[config.mk]
export PLATFORM = sky130hd
export DESIGN_NAME = z3_dma_master
export DESIGN_NICKNAME = d
export VERILOG_FILES = /design/src/rtl/z3_dma_master.sv
export SDC_FILE = /design/constraint.sdc
export NUM_CORES = 1
export LEC_CHECK = 0
export ABC_AREA = 1
export BUFFER_PORTS_ARGS = -buffer_cell sky130_fd_sc_hd__buf_2
export CAP_MARGIN = 15
export CORE_ASPECT_RATIO = 1.1
export CORE_MARGIN = 2
export CORE_UTILIZATION = 58
export CTS_BUF_LIST = sky130_fd_sc_hd__clkbuf_2 sky130_fd_sc_hd__clkbuf_4 sky130_fd_sc_hd__clkbuf_8
export CTS_CLUSTER_SIZE = 16
export DETAILED_ROUTE_END_ITERATION = 8
export PLACE_DENSITY = 0.89
export SYNTH_ARGS = -nofsm -noshare
export SYNTH_HDL_FRONTEND = slang
export SYNTH_SLANG_ARGS = --single-unit
export TNS_END_PERCENT = 30
[constraint.sdc]
create_clock -name CLK -period 2 [get_ports CLK]
set_clock_uncertainty 0.15 [all_clocks]
set_input_delay 0.3 -clock CLK [delete_from_list [all_inputs] [get_ports CLK]]
set_output_delay 0.3 -clock CLK [all_outputs]
set_load 0.005 [all_outputs]
[src/rtl/z3_dma_master.sv]
// Zorro III bus-master sequencer for the NCR 53C710 DMA path: bus arbitration plus
// translation of each 710 access into a single Zorro III full cycle.
module z3_dma_master #(
  parameter int TIMEOUT_CYCLES = 255,
  parameter int ADDR_SETUP     = 1
) (
  input  logic       CLK,
  input  logic       IORST_n,
  input  logic       SBR,
  output logic       SBG,
  output logic       BR_n,
  input  logic       BG_n,
  input  logic       Z_FCS_n,
  input  logic       NCR_AS_n,
  input  logic       NCR_READ,
  input  logic [1:0] NCR_SIZ,
  input  logic [1:0] NCR_A,
  input  logic       DTACK_n,
  input  logic       BERR_n,
  output logic       BMASTER,
  output logic       ABOE_n,
  output logic       FCS_n,
  output logic [3:0] DS_n,
  output logic       READ_OUT,
  output logic       DOE,
  output logic       MTCR_n,
  output logic       NCR_STERM_n,
  output logic       NCR_BERR_n
);

  typedef enum logic [1:0] {
    ARB_IDLE = 2'd0,
    ARB_REQ  = 2'd1,
    ARB_OWN  = 2'd2
  } arb_t;

  typedef enum logic [2:0] {
    C_IDLE = 3'd0,
    C_ADDR = 3'd1,
    C_FCS  = 3'd2,
    C_WAIT = 3'd3,
    C_TERM = 3'd4
  } cyc_t;

  localparam logic [1:0] SETUP_LAST = 2'(ADDR_SETUP - 1);
  localparam logic [7:0] TMO_LAST   = 8'(TIMEOUT_CYCLES - 1);

  // Active-low data strobes for a 710 transfer; [3] carries D31:24.
  function automatic logic [3:0] lane_ds_n(input logic [1:0] siz, input logic [1:0] a);
    logic [3:0] ds;
    case (siz)
      2'b01: begin
        ds = 4'hF;
        ds[2'd3 - a] = 1'b0;
      end
      2'b10:   ds = a[1] ? 4'b1100 : 4'b0011;
      2'b11:   ds = (a == 2'b00) ? 4'b0001 : 4'b1000;
      2'b00:   ds = 4'b0000;
      default: ds = 4'hF;
    endcase
    return ds;
  endfunction

  logic [4:0] r_sync_a, r_sync_b;
  logic       w_bg_n, w_zfcs_n, w_as_n, w_dtack_n, w_berr_n;

  arb_t       r_arb, w_arb_nx;
  cyc_t       r_cyc, w_cyc_nx;
  logic       w_release, w_start, w_lat_en;

  logic       r_read;
  logic [1:0] r_siz, r_a;
  logic [1:0] r_setup, w_setup_nx;
  logic [7:0] r_tmo, w_tmo_nx;

  logic       r_br_n, r_sbg, r_bmaster;
  logic       r_aboe_n, r_fcs_n, r_read_out, r_doe, r_sterm_n, r_berr_n;
  logic [3:0] r_ds_n;
  logic       w_aboe_n_nx, w_fcs_n_nx, w_read_out_nx, w_doe_nx, w_sterm_n_nx, w_berr_n_nx;
  logic [3:0] w_ds_n_nx;

  assign w_bg_n    = r_sync_b[4];
  assign w_zfcs_n  = r_sync_b[3];
  assign w_as_n    = r_sync_b[2];
  assign w_dtack_n = r_sync_b[1];
  assign w_berr_n  = r_sync_b[0];

  // Two-flop synchronisers for the asynchronous bus and 710 strobes.
  always_ff @(posedge CLK or negedge IORST_n) begin
    if (!IORST_n) begin
      r_sync_a <= 5'h1F;
      r_sync_b <= 5'h1F;
    end else begin
      r_sync_a <= {BG_n, Z_FCS_n, NCR_AS_n, DTACK_n, BERR_n};
      r_sync_b <= r_sync_a;
    end
  end

  // Ownership is only released once no Zorro cycle is in flight.
  assign w_release = (r_arb == ARB_OWN) && !SBR && (r_cyc == C_IDLE);
  assign w_start   = (r_arb == ARB_OWN) && !w_release && !w_as_n;

  // Arbiter next-state.
  always_comb begin
    w_arb_nx = r_arb;
    case (r_arb)
      ARB_IDLE: begin
        if (SBR) w_arb_nx = ARB_REQ;
        else     w_arb_nx = ARB_IDLE;
      end
      ARB_REQ: begin
        if (!SBR)                                   w_arb_nx = ARB_IDLE;
        else if (!w_bg_n && w_zfcs_n && w_dtack_n)  w_arb_nx = ARB_OWN;
        else                                        w_arb_nx = ARB_REQ;
      end
      ARB_OWN: begin
        if (w_release) w_arb_nx = ARB_IDLE;
        else           w_arb_nx = ARB_OWN;
      end
      default: w_arb_nx = ARB_IDLE;
    endcase
  end

  // Cycle next-state; strobe outputs change on the edge that leaves each state.
  always_comb begin
    w_cyc_nx      = r_cyc;
    w_lat_en      = 1'b0;
    w_setup_nx    = r_setup;
    w_tmo_nx      = r_tmo;
    w_aboe_n_nx   = r_aboe_n;
    w_fcs_n_nx    = r_fcs_n;
    w_ds_n_nx     = r_ds_n;
    w_read_out_nx = r_read_out;
    w_doe_nx      = r_doe;
    w_sterm_n_nx  = 1'b1;
    w_berr_n_nx   = 1'b1;
    case (r_cyc)
      C_IDLE: begin
        if (w_start) begin
          w_cyc_nx    = C_ADDR;
          w_lat_en    = 1'b1;
          w_aboe_n_nx = 1'b0;
          w_setup_nx  = 2'd0;
        end else begin
          w_cyc_nx = C_IDLE;
        end
      end
      C_ADDR: begin
        if (r_setup >= SETUP_LAST) begin
          w_cyc_nx      = C_FCS;
          w_fcs_n_nx    = 1'b0;
          w_read_out_nx = r_read;
        end else begin
          w_setup_nx = r_setup + 2'd1;
        end
      end
      C_FCS: begin
        w_cyc_nx  = C_WAIT;
        w_ds_n_nx = lane_ds_n(r_siz, r_a);
        w_doe_nx  = !r_read;
        w_tmo_nx  = 8'd0;
      end
      C_WAIT: begin
        w_tmo_nx = (r_tmo == 8'hFF) ? r_tmo : r_tmo + 8'd1;
        if (!w_berr_n || (r_tmo >= TMO_LAST)) begin
          w_cyc_nx    = C_TERM;
          w_berr_n_nx = 1'b0;
        end else if (!w_dtack_n) begin
          w_cyc_nx     = C_TERM;
          w_sterm_n_nx = 1'b0;
        end else begin
          w_cyc_nx = C_WAIT;
        end
      end
      C_TERM: begin
        w_aboe_n_nx   = 1'b1;
        w_fcs_n_nx    = 1'b1;
        w_ds_n_nx     = 4'hF;
        w_read_out_nx = 1'b1;
        w_doe_nx      = 1'b0;
        if (w_dtack_n && w_as_n) w_cyc_nx = C_IDLE;
        else                     w_cyc_nx = C_TERM;
      end
      default: begin
        w_cyc_nx      = C_IDLE;
        w_aboe_n_nx   = 1'b1;
        w_fcs_n_nx    = 1'b1;
        w_ds_n_nx     = 4'hF;
        w_read_out_nx = 1'b1;
        w_doe_nx      = 1'b0;
      end
    endcase
  end

  // State, access latch, counters and registered outputs.
  always_ff @(posedge CLK or negedge IORST_n) begin
    if (!IORST_n) begin
      r_arb      <= ARB_IDLE;
      r_cyc      <= C_IDLE;
      r_read     <= 1'b1;
      r_siz      <= 2'b00;
      r_a        <= 2'b00;
      r_setup    <= 2'd0;
      r_tmo      <= 8'd0;
      r_br_n     <= 1'b1;
      r_sbg      <= 1'b0;
      r_bmaster  <= 1'b0;
      r_aboe_n   <= 1'b1;
      r_fcs_n    <= 1'b1;
      r_ds_n     <= 4'hF;
      r_read_out <= 1'b1;
      r_doe      <= 1'b0;
      r_sterm_n  <= 1'b1;
      r_berr_n   <= 1'b1;
    end else begin
      r_arb      <= w_arb_nx;
      r_cyc      <= w_cyc_nx;
      if (w_lat_en) begin
        r_read <= NCR_READ;
        r_siz  <= NCR_SIZ;
        r_a    <= NCR_A;
      end
      r_setup    <= w_setup_nx;
      r_tmo      <= w_tmo_nx;
      r_br_n     <= (w_arb_nx == ARB_IDLE);
      r_sbg      <= (w_arb_nx == ARB_OWN);
      r_bmaster  <= (w_arb_nx == ARB_OWN);
      r_aboe_n   <= w_aboe_n_nx;
      r_fcs_n    <= w_fcs_n_nx;
      r_ds_n     <= w_ds_n_nx;
      r_read_out <= w_read_out_nx;
      r_doe      <= w_doe_nx;
      r_sterm_n  <= w_sterm_n_nx;
      r_berr_n   <= w_berr_n_nx;
    end
  end

  assign BR_n        = r_br_n;
  assign SBG         = r_sbg;
  assign BMASTER     = r_bmaster;
  assign ABOE_n      = r_aboe_n;
  assign FCS_n       = r_fcs_n;
  assign DS_n        = r_ds_n;
  assign READ_OUT    = r_read_out;
  assign DOE         = r_doe;
  assign MTCR_n      = 1'b1;
  assign NCR_STERM_n = r_sterm_n;
  assign NCR_BERR_n  = r_berr_n;

endmodule

==> results_dict.tcl <==
set metrics [dict create \
    grt_util_met1_pct 24.7 \
    dr.pass1.iters 4 \
    ios 27 \
    placed_area_um2 1930 \
    fmaxAchievable_mhz 654 \
    mostFrequentLayoutCell "nand2_1" \
    vias 1335 \
    tightest_slew_ps 608 \
    syn_area_um2 1760 \
    final.min_clock_period_ps 1530 \
    clk_path_buf_depth 2 \
    cts_tree "yes" \
    critPathLaunchType "flip-flop" \
    antenna_found_initial 0 \
    setup_viol 0 \
    met3_usage_pct 4.35 \
    root_buffer "clkbuf_4" \
    grt_max_degree 22 \
    gp_congestion 0.845 \
    power_density_nw_per_um2 1210 \
    htree_num_levels 2 \
    slew_viol_final 0 \
    rsz0062_at_grt "no" \
    core_area_um2 2830 \
    ctsHoldBuffers 6 \
    synthCells 187 \
    grt_pass1_vias 1359 \
    vias_per_cell 5.17 \
    dp_hpwl_um 2430 \
    cap_violations 0 \
    num_rows 20 \
    grtUsageTotal_pct 21.4 \
    postLayoutCellArea_um2 2060 \
    path_max_fanout 9 \
    nNetsFinal 239 \
    ant_nets 0 \
    final.fill_count 220 \
    die_w_um 56.5 \
    tns_ps 0 \
    timing.final.crit_share_pct 76.4 \
    dieArea_um2 3490 \
    numCtsBuffers 5 \
    ir_worst_vdd_mv 0.910 \
    max-slew-margin-rel_pct 59.1 \
    ff2ff_setup_slack_ps 470 \
    finalHoldViolCount 0 \
    grt.busiest_layer "met2" \
    first_iter_violations 54 \
    leakagePower_nw 0.972 \
    worstHoldPathType "in -> reg" \
    cts_setup_buffers 0 \
    mostFrequentLayoutCells "43 x nand2_1, 25 x buf_2, 21 x dfstp_2, 21 x inv_1, 19 x dfrtp_1" \
    die_y_um 61.8 \
    diodes 0 \
    status "finished clean" \
    synthesis.nets 202 \
    grt.overflow.total 0 \
    port_buffers 25 \
    cts_num_sinks 40 \
    clkLatencyLatePin_ps 340 \
    cts.clk_slew.worst_paths_ps 120 \
    seq_area_frac_synth_pct 58.4 \
    post-route-drc-count 0 \
    use_met2_pct 39.2 \
    layout-drive-gt1-share_pct 31.6 \
    ys_ff_latch 40 \
    wire_per_inst_um 12.2 \
    cp.required_ps 2090 \
    avgSynthCellArea_um2 9.41 \
    critPathKind "reg -> reg" \
    yosysWarningCount 0 \
    arrival_ps 1620 \
    synth.distinct_cells 26 \
    postRouteWirelength_um 3150 \
    end_kind "flip-flop" \
    syn2layout_area_growth_pct 16.9 \
    cts_resized 0 \
    start_util_pct 62.3 \
    grt_pass1_wl_um 5680 \
]
==> per-layer routing <==
metal | up-vias | wire length (um)
met5 | - | 0
met4 | 0 | 38
met3 | 5 | 97
met2 | 20 | 1650
met1 | 639 | 1370
li1 | 671 | -
==> logic make-up after synthesis <==
group / count (synthesis) / share of synthesized area [%]
adders and majority gates: 2 / 1.42
buffers and inverters: 26 / 5.97
AOI/OAI and AO/OA: 26 / 8.81
DFF: 40 / 58.4
xor gates and xnor gates: 2 / 0.995
and+or+nand+nor: 90 / 24.2
other: 1 / 0.213
==> layout make-up <==
| type | count | area [um2] | share of cell area [%] |
|---|---|---|---|
| clock buffers | 6 | 51.3 | 2.49 |
| clock inverters | 2 | 15.0 | 0.729 |
| inverters | 24 | 90.1 | 4.38 |
| multi-input cells | 121 | 628 | 30.5 |
| flip-flops and latches | 40 | 1030 | 49.9 |
| well taps | 33 | 41.3 | 2.01 |
| repair buffers | 32 | 205 | 9.97 |
==> cell usage after synthesis <==
| cell type | count | area (um2) |
|---|---|---|
| o22ai_1 | 5 | 31.3 |
| inv_2 | 3 | 11.3 |
| nand3_2 | 2 | 20.0 |
| inv_1 | 21 | 78.8 |
| xor2_1 | 1 | 8.76 |
| conb_1 | 1 | 3.75 |
| nor2_1 | 17 | 63.8 |
| a21oi_1 | 4 | 20.0 |
| dfrtp_1 | 19 | 475 |
| o21ai_0 | 11 | 55.1 |
| o21ai_2 | 3 | 26.3 |
| nand4_1 | 3 | 18.8 |
| nand2_1 | 43 | 161 |
| nor3b_1 | 1 | 7.51 |
| nor3_1 | 1 | 5.00 |
| nand2_2 | 2 | 12.5 |
| o21a_1 | 3 | 22.5 |
| nor3_4 | 1 | 16.3 |
| dfstp_2 | 21 | 552 |
| ha_1 | 2 | 25.0 |
| nand3_1 | 15 | 75.1 |
| buf_4 | 2 | 15.0 |
| xnor2_1 | 1 | 8.76 |
| nand2_4 | 2 | 22.5 |
| nor2_4 | 1 | 11.3 |
| nor2_2 | 2 | 12.5 |
==> power breakdown <==
part	internal (mW)	total, mW	switching (mW)
Sequential	1.08	1.25	0.168
Combinational	0.310	0.811	0.501
Clock	0.171	0.424	0.253
Total	1.56	2.48	0.922
==> through the flow <==
stage	hold WS (ps)	std cells	util (%)	worst slack (ps)	total power, mW
final	30.0	258	72.8	471	2.48
after global routing	24.7	258	72.8	303	2.68
after CTS	17.1	258	72.8	474	2.51
after detailed placement	123	244	68.3	502	2.06
after global placement	121	244	68.3	545	2.01
after floorplan	-146	187	-	611	1.79
==> worst max-delay path, cell delays in order (launching register included) <==
cell,delay [ps]
dfrtp_1,460
ha_1,230
nand3_2,90
inv_1,130
nand3_2,100
nand2_4,120
inv_2,60
nand2_1,60
nand2_1,40
==> registers in the layout (all words and copies together), names as in the netlist, 2 cells and up <==
| register | count |
|---|---|
| r_tmo | 8 |
| r_sync_a | 5 |
| r_sync_b | 5 |
| DS_n | 4 |
| r_cyc | 3 |
| r_a | 2 |
| r_arb | 2 |
| r_siz | 2 |
==> worst paths after layout <==
| path | end | cells after the start | startpoint |
|---|---|---|---|
| setup / recovery | r_tmo[3]$_DFFE_PN0P_ | 8 | r_tmo[1]$_DFFE_PN0P_ |
| hold / removal | r_a[1]$_DFFE_PN0P_ | 3 | NCR_A[1] |
| setup reg to reg | r_tmo[3]$_DFFE_PN0P_ | 8 | r_tmo[1]$_DFFE_PN0P_ |
| hold reg to reg | r_sync_b[1]$_DFF_PN1_ | 0 | r_sync_a[1]$_DFF_PN1_ |
| max in group asynchronous | DS_n[2]$_DFFE_PN1N_ | 3 | IORST_n |
| min in group asynchronous | r_cyc[2]$_DFF_PN0_ | 2 | IORST_n |
Note: power is estimated with default switching activity, not from simulation.
